$ cat src/rtl/vending_pkg.sv
// ============================================================================
// Module      : vending_pkg
// Description : Shared constants, state encoding and change clamp helper for
//               the vending dispense stage.
// Revision    : 1.0 - initial release
// ============================================================================
`default_nettype none

package vending_pkg;

  // Change is carried in nickels on a 3-bit bus.
  localparam int CHANGE_W       = 3;
  localparam int DEF_MAX_CHANGE = 4;

  // Value of each coin type, in nickels.
  localparam logic [CHANGE_W-1:0] NICKEL_VAL = 3'd1;
  localparam logic [CHANGE_W-1:0] DIME_VAL   = 3'd2;

  // Dispense FSM state encoding.
  typedef logic [1:0] state_t;
  localparam state_t ST_IDLE  = 2'd0;
  localparam state_t ST_MOTOR = 2'd1;
  localparam state_t ST_PAY   = 2'd2;
  localparam state_t ST_GAP   = 2'd3;

  // Saturate an incoming change amount to the largest legal value.
  function automatic logic [CHANGE_W-1:0] clamp_change(
    input logic [CHANGE_W-1:0] raw,
    input logic [CHANGE_W-1:0] max_val
  );
    return (raw > max_val) ? max_val : raw;
  endfunction

endpackage

`default_nettype wire

$ cat src/rtl/vend_motor_timer.sv
// ============================================================================
// Module      : vend_motor_timer
// Description : Loadable down-counter that times the vend motor. A load
//               starts a run of MOTOR_CYCLES cycles; done marks the last one.
// Revision    : 1.0 - initial release
// ============================================================================
`default_nettype none

module vend_motor_timer #(
  parameter int MOTOR_CYCLES = 8
) (
  input  logic clk,
  input  logic rst,
  input  logic load,
  output logic busy,
  output logic done
);

  localparam int               CNT_W    = $clog2(MOTOR_CYCLES) + 1;
  localparam logic [CNT_W-1:0] LOAD_VAL = CNT_W'(MOTOR_CYCLES - 1);

  logic [CNT_W-1:0] count;
  logic             running;

  // Count down from MOTOR_CYCLES-1 to 0, then stop until the next load.
  always_ff @(posedge clk) begin
    if (rst) begin
      count   <= '0;
      running <= 1'b0;
    end else if (load) begin
      count   <= LOAD_VAL;
      running <= 1'b1;
    end else if (running) begin
      if (count == '0) begin
        running <= 1'b0;
      end else begin
        count <= count - 1'b1;
      end
    end
  end

  assign busy = running;
  assign done = running && (count == '0);

endmodule

`default_nettype wire

$ cat src/rtl/vending_dispense.sv
// ============================================================================
// Module      : vending_dispense
// Description : Dispense stage of the vending controller. Runs the vend motor
//               for a fixed time per sale, then pays change one coin at a
//               time over a req/ack handshake. A one-entry pending slot holds
//               a sale that arrives while a dispense is in progress.
//               Build option VEND_DIME_CHANGE_EN: pay with dimes while at
//               least two nickels are owed; otherwise every coin is a nickel.
// Revision    : 1.0 - initial release
// ============================================================================
`default_nettype none

module vending_dispense
  import vending_pkg::*;
#(
  parameter int MOTOR_CYCLES = 8,
  parameter int MAX_CHANGE   = DEF_MAX_CHANGE
) (
  input  logic                clk_i,
  input  logic                rst_i,
  input  logic                soda_i,
  input  logic [CHANGE_W-1:0] change_i,
  input  logic                coin_ack_i,
  output logic                motor_o,
  output logic                coin_req_o,
  output logic                coin_dime_o,
  output logic                busy_o,
  output logic                ovf_o
);

  localparam logic [CHANGE_W-1:0] MAX_CHG = CHANGE_W'(MAX_CHANGE);

  state_t              state;
  logic [CHANGE_W-1:0] remaining;
  logic [CHANGE_W-1:0] pend_change;
  logic                pend_valid;
  logic                ovf;

  logic [CHANGE_W-1:0] sale_change;
  logic [CHANGE_W-1:0] coin_val;
  logic [CHANGE_W-1:0] remaining_after;
  logic                take_pending;
  logic                take_sale;
  logic                load_motor;
  logic                sale_to_slot;
  logic                sale_dropped;
  logic                coin_dime;
  logic                motor_busy;
  logic                motor_done;

  assign sale_change  = clamp_change(change_i, MAX_CHG);

  // IDLE prefers the pending slot; a live sale is taken only if it is empty.
  assign take_pending = (state == ST_IDLE) && pend_valid;
  assign take_sale    = (state == ST_IDLE) && !pend_valid && soda_i;
  assign load_motor   = take_pending || take_sale;

  // A sale not taken directly goes to the slot; a slot being consumed this
  // cycle counts as free, so only a truly occupied slot drops the sale.
  assign sale_to_slot = soda_i && !take_sale && (!pend_valid || take_pending);
  assign sale_dropped = soda_i && !take_sale && pend_valid && !take_pending;

`ifdef VEND_DIME_CHANGE_EN
  assign coin_dime = (remaining >= DIME_VAL);
`else
  assign coin_dime = 1'b0;
`endif

  assign coin_val        = coin_dime ? DIME_VAL : NICKEL_VAL;
  // Only evaluated in PAY, where remaining is always at least coin_val.
  assign remaining_after = remaining - coin_val;

  vend_motor_timer #(
    .MOTOR_CYCLES (MOTOR_CYCLES)
  ) u_motor_timer (
    .clk  (clk_i),
    .rst  (rst_i),
    .load (load_motor),
    .busy (motor_busy),
    .done (motor_done)
  );

  // Pending-slot bookkeeping and the sticky overflow flag.
  always_ff @(posedge clk_i) begin
    if (rst_i) begin
      pend_valid  <= 1'b0;
      pend_change <= '0;
      ovf         <= 1'b0;
    end else begin
      if (take_pending) begin
        pend_valid <= 1'b0;
      end
      if (sale_to_slot) begin
        pend_valid  <= 1'b1;
        pend_change <= sale_change;
      end
      if (sale_dropped) begin
        ovf <= 1'b1;
      end
    end
  end

  // Dispense FSM: motor run, then one coin per PAY with a GAP between coins.
  always_ff @(posedge clk_i) begin
    if (rst_i) begin
      state     <= ST_IDLE;
      remaining <= '0;
    end else begin
      case (state)
        ST_IDLE: begin
          if (take_pending) begin
            remaining <= pend_change;
            state     <= ST_MOTOR;
          end else if (take_sale) begin
            remaining <= sale_change;
            state     <= ST_MOTOR;
          end
        end
        ST_MOTOR: begin
          if (motor_done) begin
            state <= (remaining != '0) ? ST_PAY : ST_IDLE;
          end
        end
        ST_PAY: begin
          if (coin_ack_i) begin
            remaining <= remaining_after;
            state     <= (remaining_after == '0) ? ST_IDLE : ST_GAP;
          end
        end
        ST_GAP: begin
          state <= ST_PAY;
        end
        default: begin
          state <= ST_IDLE;
        end
      endcase
    end
  end

  assign motor_o     = (state == ST_MOTOR) && motor_busy;
  assign coin_req_o  = (state == ST_PAY);
  assign coin_dime_o = (state == ST_PAY) && coin_dime;
  assign busy_o      = (state != ST_IDLE);
  assign ovf_o       = ovf;

endmodule

`default_nettype wire

$ cat config.mk
export PLATFORM = sky130hd
export DESIGN_NAME = vending_dispense
export DESIGN_NICKNAME = d
export VERILOG_FILES = /design/src/rtl/vending_pkg.sv /design/src/rtl/vend_motor_timer.sv /design/src/rtl/vending_dispense.sv
export SDC_FILE = /design/constraint.sdc
export NUM_CORES = 1
export LEC_CHECK = 0
export ABC_AREA = 1
export BUFFER_PORTS_ARGS = -buffer_cell sky130_fd_sc_hd__buf_2
export CAP_MARGIN = 20
export CORE_UTILIZATION = 30
export DETAILED_ROUTE_END_ITERATION = 10
export SKIP_LAST_GASP = 1
export SLEW_MARGIN = 20
export SYNTH_ARGS = -nofsm -noshare
export SYNTH_HDL_FRONTEND = slang
export SYNTH_SLANG_ARGS = --single-unit
$ cat constraint.sdc
create_clock -name clk_i -period 1.4 [get_ports clk_i]
set_input_delay 0.42 -clock clk_i [delete_from_list [all_inputs] [get_ports clk_i]]
set_output_delay 0.42 -clock clk_i [all_outputs]
set_load 0.05 [all_outputs]
Yosys cells after proc, flatten, opt, wreduce, memory -nomap -nowiden --
Index checks and enable logic that the tools add are counted.
Storage, ports and cells: bits of input ports 7, flip-flop bits (word level) 15, output and inout port bits 5, logic and storage cells 66
Operators by class: reductions and logical operators 27, bitwise logic cells 1, add/sub/neg operators 2, $lt $le $gt $ge 1, equality and inequality tests 7, multiplexer cells 20
Operators with widths (count):
- 3-bit 2-to-1 mux | 7
- 2-bit 2-to-1 mux | 6
- 1-bit logical AND | 9
- 2-bit case mux with 4 select lines | 1
- 2-bit nonzero test | 4
- 2-bit inequality test (second input constant) | 3
- 3-bit case mux with 2 select lines | 1
- 3-bit AND reduction | 2
- 1-bit 2-to-1 mux | 5
- 2-bit equality test (second input constant) | 2
- 4-bit zero test | 1
- 2-bit AND reduction | 2
- 4-bit by 1-bit subtractor with 4-bit output (second input constant) | 1
- 3-bit greater-than comparator (second input constant) | 1
- 1-bit zero test | 3
- 3-bit zero test | 1
- 3-bit inequality test (second input constant) | 1
- 3-bit nonzero test | 1
- 3-bit by 1-bit subtractor with 3-bit output (second input constant) | 1
- 2-bit by 1-bit equality test with 1-bit output (second input constant) | 1
- 2-bit zero test | 1
- 1-bit logical OR | 2
- 2-bit OR reduction | 1
- 1-bit NOT | 1

Depth between registers and ports, before layout --
depth in word-level cells 7, mapped depth 8, gate-level depth less buffers 8

Hierarchy --
From an unflattened synthesis, not the netlist that was laid out.
Second synthesis, totals: cells, all modules 148, area total of the unflattened synthesis 977.2 µm²
Modules (own cells, without submodules):
- vending_dispense | cells each 104, sequential area each 200.2 µm², area an instance 690.7 µm², instances 1
- vend_motor_timer | cells each 44, sequential area each 100.1 µm², area an instance 286.5 µm², instances 1

Worst setup path after synthesis --
OpenSTA, ideal clock, no wires.
kind register to output, start point register state[0], end point output port motor_o, path slack -0.235 ns, stages on the path, launching flop included 3, arrival 1.215 ns, required time 0.980 ns, path buffers 0, cells stage by stage dfxtp_1 nand2_1 nor2_1
On the way: word-level cells in the longest chain between the ends 2
RTL lines:
- start: declaration | line vending_dispense.sv:33 | state_t state;
- start signal: assignment | line vending_dispense.sv:121 | state <= (remaining != '0) ? ST_PAY : ST_IDLE;
- start signal: assignment | line vending_dispense.sv:127 | state <= (remaining_after == '0) ? ST_IDLE : ST_GAP;
- 2-bit by 1-bit equality test with 1-bit output | line vending_dispense.sv:140 | assign motor_o = (state == ST_MOTOR) && motor_busy;
- 1-bit logical AND | line vending_dispense.sv:140
- end: declaration | line vending_dispense.sv:24 | output logic motor_o,
Every way passes these cells.

Final worst setup path --
start point register state[1], end point output port motor_o
The elaborated chain is that of the path after synthesis.

==> results.py <==
metrics = {
    "finish": {
        "fin_area_um2": 1140,
        "seqCellArea_um2": 305,
        "num_antenna_cells": 0,
        "drive_above_1_share": 0.347,
        "multiInputGateArea_um2": 539,
        "synthToLayoutAreaGrowth_pct": 26.5,
        "utilization": 0.407,
        "final_nets": 162,
        "fill_cells": 301,
    },
    "setup_path": {
        "critPathLaunch": "state[1]$_SDFFE_PP0P_",
        "cp_num_cells": 4,
        "r2r-end": "remaining[1]$_SDFFE_PP0P_",
        "path_delay_family": "flip-flops",
        "critical_path.max_stage_delay_ns": 0.37,
        "cp.arrival_ns": 1.02,
        "worstSetupStartpointType": "flip-flop",
        "reg2reg_setup_slack_ns": 0.03,
        "path_cells": "inv_6 > nand2_2 > nor2_4 > buf_6",
        "cp.required_ns": 0.98,
        "path_buf_inv": 2,
        "setup.worst_path.class": "reg2out",
        "end_kind": "primary output",
        "reg2reg_from": "state[0]$_SDFFE_PP0P_",
        "cp-endpoint": "motor_o",
        "worstPathMaxFanout": 4,
        "reg2reg_depth": 7,
        "cp_slowest_cell": "dfxtp_4",
    },
    "power": {
        "p_leak_nw": 0.530,
        "p_per_area_nw_per_um2": 2330,
        "vdd_drop_max_v": 0.000748,
    },
    "sta": {
        "fin_skew_ns": 0.00670,
        "fin_crit_sh": 1.03,
        "fmax_mhz": 692,
        "fin_ws_ns": -0.0448,
        "final_hold_viol_count": 0,
        "rsz0062_at_grt": "true",
        "setup_violations": 2,
        "slew_viol_final": 0,
        "min_period_ns": 1.44,
    },
    "logic_synthesis": {
        "synthTopCellsByArea": "dfxtp_1 (33%), nand2_1 (12%), inv_1 (7.5%)",
        "synth_flop_cell": "dfxtp_1",
        "synth_top_area_frac": 0.332,
        "yosys-top-cells-count": "nand2_1 (30), inv_1 (18), dfxtp_1 (15), nor2_1 (10), a21oi_1 (9)",
        "ys_warn_count": 0,
        "ys_ff_latch": 15,
        "synth_cell_types": 23,
        "synthCells": 129,
        "synth_area_per_cell_um2": 7.00,
        "yosysSeqAreaShare": 0.332,
        "netlist_area_um2": 903,
        "syn-num-nets": 140,
        "synth_top_area_cell": "dfxtp_1",
        "synth_edf_count": 0,
        "synthArstFlopShare": 0,
        "synth_most_common_cell": "nand2_1",
    },
    "grt": {
        "grt_pass1_wl_um": 3260,
        "grt_usage": 0.130,
        "grt_max_degree": 10,
        "grt_overflow": 0,
        "antenna_found_initial": 0,
        "grt_pass1_vias": 759,
    },
    "drt": {
        "wire_per_inst_um": 10.4,
        "dr_wl_met3_um": 50,
        "vias": 844,
        "wl_met2_um": 910,
        "vias_per_cell": 4.66,
        "drtPass1Iterations": 7,
        "drt_iter0_markers": 34,
        "wl_um": 1890,
        "top_layer": "met3",
        "drtAntennaViolNets": 0,
        "wl_met1_um": 925,
        "drc": 4,
    },
    "run": {
        "maxCapViolCount": 0,
    },
    "clock_tree": {
        "hold_buffers": 0,
        "clock_sinks": 15,
        "cts_buffer_depth": 2,
        "cts_tree": "done",
        "worstSkewPairLatency_ns": 0.29,
        "htreeDepth": 1,
        "clockRootBuffer": "clkbuf_4",
        "clk_pin_slew_ns": 0.10,
        "cts_buffers": 3,
    },
    "status": {
        "failed_checks": "DRC, setup timing",
        "status": "finished with violations",
    },
    "floorplan": {
        "rows": 19,
        "die_w_um": 56.9,
        "ios": 12,
        "initial_core_util": 0.322,
        "fp.dieH_um": 56.9,
        "core_um2": 2810,
        "die-area_um2": 3230,
    },
    "placement": {
        "routabilityCongestion": 0.768,
        "dpl-instance-area_um2": 1020,
        "dp_hpwl_um": 1430,
        "post-place-ws_ns": 0.0855,
        "portBuffers": 10,
    },
    "min_path": {
        "holdCritPathClass": "in2reg",
    },
}
routing by layer:
metal  global-route usage  up-vias
li1                     -      451
met1                0.158      383
met2                0.223       10
met3               0.0484        0
met4               0.0209        0
met5                    0        -
layout make-up:
class,instances,area share
Clock buffer,3,0.0197
Clock inverter,1,0.00438
Inverter,21,0.0734
Multi-Input combinational cell,91,0.472
Sequential cell,15,0.267
Tap cell,31,0.0340
Timing Repair Buffer,19,0.129
cells by family (layout without fill, tap and decap cells):
family | Yosys count | in the layout | synth area share
AO/OA/AOI/OAI | 22 | 22 | 0.159
flip-flops | 15 | 15 | 0.332
other | 1 | 1 | 0.00415
buffers and inverters | 23 | 44 | 0.0997
adder cells (fa/ha/maj) | 4 | 4 | 0.0554
XOR/XNOR | 2 | 2 | 0.0194
AND/OR/NAND/NOR | 62 | 62 | 0.330
how the worst min path moves through the flow:
stage,from,to,slack (ns),depth (start not counted)
after global placement,pend_change[2]$_SDFFE_PP0P_,pend_change[2]$_SDFFE_PP0P_,0.45,2
after detailed placement,pend_change[2]$_SDFFE_PP0P_,pend_change[2]$_SDFFE_PP0P_,0.45,2
final,change_i[1],pend_change[1]$_SDFFE_PP0P_,0.40,3
after CTS,change_i[1],pend_change[1]$_SDFFE_PP0P_,0.39,3
after global routing,change_i[0],pend_change[0]$_SDFFE_PP0P_,0.40,3
after floorplan,pend_change[2]$_SDFFE_PP0P_,pend_change[2]$_SDFFE_PP0P_,0.42,2
sequential cells by signal, indices dropped and copies added, names as in the netlist:
name	flops
u_motor_timer.count	4
pend_change	3
remaining	3
state	2
ovf_o	1
pend_valid	1
u_motor_timer.busy	1
tightest hold or removal path, cell delays in order:
cell	delay (ns)
buf_2	0.10
nand2_1	0.07
a21oi_2	0.05
report_power, final:
group | switching (mW) | total (mW) | internal [mW] | leakage, nW
clock | 0.147 | 0.253 | 0.106 | 0.0177
combinational | 0.998 | 1.69 | 0.692 | 0.388
sequential | 0.123 | 0.715 | 0.592 | 0.124
per-stage QoR:
stage               hold WS [ns]  power (mW)  std cells  setup TNS [ns]
finish                     0.396        2.66        181         -0.0803
global route               0.405        2.91        181          -0.339
CTS                        0.389        2.54        179          -0.130
detailed placement         0.449        2.13        172               0
global placement           0.448        2.10        172               0
floorplan                  0.425        1.82        129               0
repair_timing:
item / in CTS / in global routing
endpoints found under the setup margin: 3 / 9
gates resized for setup: 12 / 8
buffers inserted: 3 / 2
pin swaps: 1 / 1
placed cells by master (no fill, tap or decap):
cell and count:
ha_2 1, buf_2 7, nand2_1 28, nor3_1 1, a21oi_2 6, buf_8 2
buf_6 2, inv_1 18, conb_1 1, xor2_1 2, a31oi_1 1, nor2_4 3
nand4_1 2, nand3_4 1, o211ai_1 1, nor2_1 8, clkinv_2 1, o21ai_4 1
ha_1 3, dfxtp_2 1, nand3_1 7, nand2_2 8, buf_4 8, dfxtp_4 1
dfxtp_1 13, inv_2 2, o21ai_1 5, clkbuf_4 3, nor2_2 3, nand3_2 1
a21oi_1 8, inv_6 1
(Power assumes the default switching activity.)
